### src/rtl/maxnet_controller.sv
// MaxNet control FSM: loads the activations, iterates the PUs until the datapath
// reports convergence or MAX_ITER is reached, then pulses done.
module maxnet_controller #(
  parameter int unsigned MAX_ITER = 64,
  parameter int unsigned PU_LAT   = 1,
  parameter int unsigned CNT_W    = 7
) (
  input  logic             clk,
  input  logic             rst_n,
  input  logic             start,
  input  logic             is_finished,
  output logic             init_x,
  output logic             init_w,
  output logic             load_a,
  output logic             load_sel,
  output logic             busy,
  output logic             done,
  output logic             result_valid,
  output logic             timeout,
  output logic [CNT_W-1:0] iter_count
);

  localparam int unsigned WAIT_W = 3;
  localparam int unsigned WAIT_LOAD_I = (PU_LAT > 0) ? PU_LAT - 1 : 0;
  localparam logic [WAIT_W-1:0] WAIT_LOAD = WAIT_W'(WAIT_LOAD_I);
  localparam logic [CNT_W-1:0]  ITER_MAX  = CNT_W'(MAX_ITER);

  typedef enum logic [2:0] {
    S_IDLE, S_INIT, S_LOADX, S_EVAL, S_WAIT, S_ITER, S_DONE
  } state_t;

  state_t            state_q, state_d;
  logic [WAIT_W-1:0] wait_q, wait_d;
  logic [CNT_W-1:0]  iter_d;
  logic              result_valid_d, timeout_d;
  logic              init_d, load_a_d, load_sel_d, busy_d, done_d;

  // Next-state, counters and next-cycle output decode.
  always_comb begin
    state_d        = state_q;
    wait_d         = wait_q;
    iter_d         = iter_count;
    result_valid_d = result_valid;
    timeout_d      = timeout;

    case (state_q)
      S_IDLE: begin
        if (start) begin
          state_d        = S_INIT;
          result_valid_d = 1'b0;
          timeout_d      = 1'b0;
          iter_d         = '0;
        end
      end
      S_INIT:  state_d = S_LOADX;
      S_LOADX: state_d = S_EVAL;
      S_EVAL: begin
        if (is_finished) begin
          state_d = S_DONE;
        end else if (iter_count == ITER_MAX) begin
          timeout_d = 1'b1;
          state_d   = S_DONE;
        end else if (PU_LAT == 0) begin
          state_d = S_ITER;
        end else begin
          wait_d  = WAIT_LOAD;
          state_d = S_WAIT;
        end
      end
      S_WAIT: begin
        if (wait_q == '0) begin
          state_d = S_ITER;
        end else begin
          wait_d = wait_q - WAIT_W'(1);
        end
      end
      S_ITER: begin
        if (iter_count != ITER_MAX) begin
          iter_d = iter_count + CNT_W'(1);
        end
        state_d = S_EVAL;
      end
      S_DONE: begin
        result_valid_d = 1'b1;
        state_d        = S_IDLE;
      end
      default: state_d = S_IDLE;
    endcase

    init_d     = (state_d == S_INIT);
    load_a_d   = (state_d == S_LOADX) || (state_d == S_ITER);
    load_sel_d = (state_d == S_LOADX);
    busy_d     = (state_d != S_IDLE);
    done_d     = (state_d == S_DONE);
  end

  // State and registered outputs.
  always_ff @(posedge clk or negedge rst_n) begin
    if (!rst_n) begin
      state_q      <= S_IDLE;
      wait_q       <= '0;
      iter_count   <= '0;
      result_valid <= 1'b0;
      timeout      <= 1'b0;
      init_x       <= 1'b0;
      init_w       <= 1'b0;
      load_a       <= 1'b0;
      load_sel     <= 1'b0;
      busy         <= 1'b0;
      done         <= 1'b0;
    end else begin
      state_q      <= state_d;
      wait_q       <= wait_d;
      iter_count   <= iter_d;
      result_valid <= result_valid_d;
      timeout      <= timeout_d;
      init_x       <= init_d;
      init_w       <= init_d;
      load_a       <= load_a_d;
      load_sel     <= load_sel_d;
      busy         <= busy_d;
      done         <= done_d;
    end
  end

endmodule
### config.mk
export PLATFORM = sky130hd
export DESIGN_NAME = maxnet_controller
export DESIGN_NICKNAME = d
export VERILOG_FILES = /design/src/rtl/maxnet_controller.sv
export SDC_FILE = /design/constraint.sdc
export NUM_CORES = 1
export LEC_CHECK = 0
export CAP_MARGIN = 20
export CORE_ASPECT_RATIO = 1.1
export CORE_MARGIN = 1
export CORE_UTILIZATION = 45
export CTS_CLUSTER_DIAMETER = 40
export DETAILED_ROUTE_END_ITERATION = 10
export PLACE_DENSITY = 0.76
export SLEW_MARGIN = 40
export SYNTH_ARGS = -nofsm -noshare
export SYNTH_HDL_FRONTEND = slang
export SYNTH_SLANG_ARGS = --single-unit
### constraint.sdc
create_clock -name clk -period 2.78 [get_ports clk]
set_input_delay 0.278 -clock clk [delete_from_list [all_inputs] [get_ports clk]]
set_output_delay 0.278 -clock clk [all_outputs]
set_load 0.005 [all_outputs]
## Word-level counts from Yosys, hierarchy flattened

Cells that the tools add are included.
W data, S select, Z words.

- Bits in registers: 20
- Latch bits: 0
- RAM bits: 0
- ROM bits: 0
- Input port bits: 4
- Output and inout port bits: 15
- Word-level logic and storage cells: 60
- Memories kept: 0

- Add/sub/neg operators: 2
- Multiply operators: 0
- Div/mod/pow operators: 0
- Order comparisons: 0
- Equal/unequal tests: 18
- Shifts and indexed selects: 0
- Multiplexer cells: 17
- Bitwise operators: 0
- Reductions and logical operators: 13

Operators by type and width:

| kind | count |
|---|---|
| $eq A3 B3 Y1 const B | 5 |
| $mux W3 | 5 |
| $pmux W3 S5 | 1 |
| $mux W7 | 2 |
| $pmux W7 S2 | 1 |
| $ne A2 B2 Y1 const B | 6 |
| $eq A3 B2 Y1 const B | 3 |
| $reduce_and A4 Y1 | 2 |
| $reduce_bool A2 Y1 | 4 |
| $add A7 B1 Y7 const B | 1 |
| $eq A7 B7 Y1 const B | 1 |
| $ne A7 B7 Y1 const B | 1 |
| $eq A3 B1 Y1 const B | 2 |
| $logic_not A3 Y1 | 2 |
| $pmux W3 S2 | 1 |
| $mux W2 | 2 |
| $pmux W1 S2 | 2 |
| $mux W1 | 3 |
| $reduce_and A3 Y1 | 1 |
| $reduce_bool A3 Y1 | 1 |
| $sub A3 B1 Y3 const B | 1 |
| $reduce_and A2 Y1 | 1 |
| $reduce_or A2 Y1 | 1 |
| $logic_or A1 B1 Y1 | 1 |

## Depth between registers and ports, before layout

- Depth after elaboration: 6
- Gate-level depth with buffers: 5
- Depth with buffers taken out: 5

## Worst setup path before layout

OpenSTA, ideal clock, no wires.

- Path type: register -> register
- From: register iter_count[0]
- To: register iter_count[2]
- Setup time: 0.079 ns
- Data arrival time: 1.344 ns
- Required time: 2.701 ns
- Path slack: 1.357 ns
- Stages on the path, launching flop included: 6
- Path buffers: 0
- Period minus slack after synthesis: 1.423 ns
- Cell sequence: dfrtp_1 inv_1 ha_1 and4bb_2 a211oi_1 mux2i_1

- Word-level cells in the longest chain between the ends: 3
- Elaborated cells on any way between the ends: 6
- Classes of those cells: 1 x add/sub; 2 x eq/ne; 2 x mux; 1 x reduce/logical

RTL lines:

| what | line | RTL |
|---|---|---|
| start, declared | 20 | `output logic [CNT_W-1:0] iter_count` |
| start signal, assigned | 114 | `iter_count <= iter_d;` |
| $add A7 B1 Y7 / $ne A7 B7 Y1 (equally long branches) | 79, 78 |  |
| $mux W7 / $ne A2 B2 Y1 (equally long branches) | n/a |  |
| $pmux W7 S2 / $reduce_and A3 Y1 (equally long branches) | n/a |  |

Several ways; a longest one is shown, not always the timed one. The select of a mux whose other input is x is not followed.
A chain may end at the register's enable or synchronous reset.

## Final worst setup path

- From: register state_q[1]
- To: register wait_q[0]

- Word-level cells in the longest chain between the ends: 3
- Elaborated cells on any way between the ends: 8
- Classes of those cells: 5 x eq/ne; 1 x mux; 2 x reduce/logical

RTL lines:

| what | line | RTL |
|---|---|---|
| start, declared | 32 | `state_t state_q, state_d;` |
| start signal, assigned | 112 | `state_q <= state_d;` |
| $eq A3 B3 Y1 / $eq A3 B2 Y1 (equally long branches) | 46 | `case (state_q)` |
| $ne A2 B2 Y1 (no line) / $reduce_bool A2 Y1 (equally long branches) | n/a |  |
| $reduce_and A4 Y1 (no line) | n/a |  |
| end signal, assigned | 113 | `wait_q <= wait_d;` |
| end, declared | 33 | `logic [WAIT_W-1:0] wait_q, wait_d;` |

Several ways; a longest one is shown, not always the timed one.

==> impl_metrics.ini <==
[synth]
synth_nets = 110
async_flop_share_pct = 100
ys_seq_area_share_pct = 50.1
yosysTopAreaCell = dfrtp_1
syn_area_um2 = 1000
synth_area_leaders = dfrtp_1 50%, ha_1 5.0%, mux2i_1 5.0%, a21oi_1 4.5%, nand2_1 3.4%
synthDistinctLibCells = 34
synth_common_cells = 20 x dfrtp_1, 9 x a21oi_1, 9 x nand2_1
synth-edff-count = 0
postSynthCellCount = 102
synth-seq-cells = 20
ys_warn_count = 0
netlist.area_leader.share_pct = 50.1
synth_ff_type = dfrtp_1
yosysMostFrequentCell = dfrtp_1
synth_area_per_cell_um2 = 9.80

[cells_and_area]
n_fill_cell = 203
drive_gt1_share_pct = 5.04
num_antenna_cells = 0
finalNetCount = 129
syn2layout_area_growth_pct = 21.7

[cts]
cts_tree = built
cts_buffers = 3
htreeDepth = 1
cts.hold.buffers_added = 1
clock_latency_ns = 0.30
cts_sinks = 20
clockBufferDepth = 2
clk_pin_slew_ns = 0.11
cts_resized = 0
clockRootBuffer = clkbuf_4
postCtsSetupBuffers = 0

[sta]
period_needed_ns = 1.60
setup_slack_ns = 1.18
grt_setup_unrepaired = no
fmax_ghz = 0.625
setup_viol = 0
fin_tns_setup_ns = 0
maxSlewHeadroom_pct = 70.3
clock_skew_ns = 0.00465
fin_crit_sh_pct = 57.5
max_slew.worst_pin.slew_ns = 0.445
slew_violations = 0
hold_viol_final = 0

[worst_setup_path]
start_kind = flop
cp_slowest_cell = dfrtp_1
cp_data_arrival_time_ns = 1.83
reg2regPathDepth = 3
critical_path_class = flop to flop
critPathMaxFanout = 16
path_delay_family = simple AND/OR/NAND/NOR gates
r2r_start = state_q[1]
slowest_delay_ns = 0.54
worst_setup_path_end_kind = flop
crit_required_ns = 3.01
r2r-end = wait_q[0]
r2r_slack_ns = 1.18
cp_num_buf_inv = 0
crit_chain = or3b_1 -> or3_1 -> o21ai_1

[route]
via_count = 768
via_per_inst = 5.22
drt-initial-drc-count = 11
wl_per_cell_um = 12.4
drc = 0
routed_wl_mm = 1.83
ant_nets = 0
drt_first_pass_iters = 4

[pwr]
power_density_nw_per_um2 = 816
power.leakage_nw = 0.512
vdd_drop_max_uv = 499

[grt]
overflow = 0
grt_antenna_before_repair = 0
grt_max_degree = 21
grt_usage_pct = 19.0
grt_pass1_vias = 729
grt_first_pass_wirelength_mm = 3.17

[die]
core_um2 = 2040
die_w_um = 46.9
ios = 19
die_h_um = 51.4
start_util_pct = 49.0
rows = 17
die_area_um2 = 2410

[placement]
place_hpwl_mm = 1.34
port_buffers = 18
place.gp.congestion = 0.814
preCtsSetupSlack_ns = 1.11

[worst_hold_path]
hold_class = primary input to async pin

[run_status]
status = finished clean

[run]
drv_cap = 0
==> cell families after synthesis <==
logic type,count (synthesis),share of synthesized area (%)
muxes,5,5.01
adders and majority gates,4,5.01
buffers and inverters,14,6.01
AOI/OAI and AO/OA,24,14.0
DFF,20,50.1
and+or+nand+nor,35,19.9
==> registers in the layout (all words and copies together) (netlist names) <==
register,flops
result_valid,1
load_a,1
state_q,3
init_w,1
timeout,1
iter_count,7
load_sel,1
done,1
wait_q,3
busy,1
==> placed cells by master (no fill, tap or decap), types with 3 or more instances in the layout <==
| master | n |
|---|---|
| clkbuf_4 | 3 |
| clkdlybuf4s50_1 | 17 |
| o21ai_0 | 3 |
| or3_1 | 3 |
| inv_1 | 8 |
| dfrtp_1 | 20 |
| nor2_1 | 7 |
| o21ai_1 | 3 |
| a21oi_1 | 9 |
| ha_1 | 4 |
| nand2_1 | 9 |
| mux2i_1 | 5 |
==> stage by stage <==
stage	hold slack, ns	utilization (%)	cell area [um2]	instances	total power [mW]
finish	0.449	59.6	1220	147	0.992
detailed placement	0.254	58.0	1180	143	0.865
CTS	0.460	59.6	1220	147	1.01
floorplan	-0.0176	-	1000	102	0.707
global placement	0.491	58.2	1190	143	0.846
global route	0.501	59.6	1220	147	1.08
==> worst max-delay path by stage <==
stage	start	end	slack, ns	depth (start not counted)
after global routing	state_q[1]	wait_q[0]	1.08	3
after floorplan	iter_count[0]	iter_count[2]	1.36	5
after global placement	start	iter_count[1]	1.14	4
after CTS	state_q[1]	wait_q[0]	1.19	3
after detailed placement	start	iter_count[6]	1.11	4
final	state_q[1]	wait_q[0]	1.18	3
==> metal layers <==
layer  up-vias  track usage [%]  wire (um)
met5         -                0          0
li1        394                -          -
met4         0             11.0         31
met2        22             28.5        850
met1       348             25.4        858
met3         4             2.83         85
==> report_power, final <==
part / switching [mW] / internal [mW]
registers: 0.111 / 0.374
logic: 0.171 / 0.202
clock network: 0.0843 / 0.0505
==> final cells by class <==
cell class / count / area, um2 / share of cell area (%)
clock buffers: 3 / 22.5 / 1.85
inverters: 9 / 33.8 / 2.78
multi-input cells: 68 / 439 / 36.1
flip-flops and latches: 20 / 500 / 41.2
well taps: 28 / 35.0 / 2.88
repair buffers: 19 / 185 / 15.2
(Power assumes the default switching activity.)
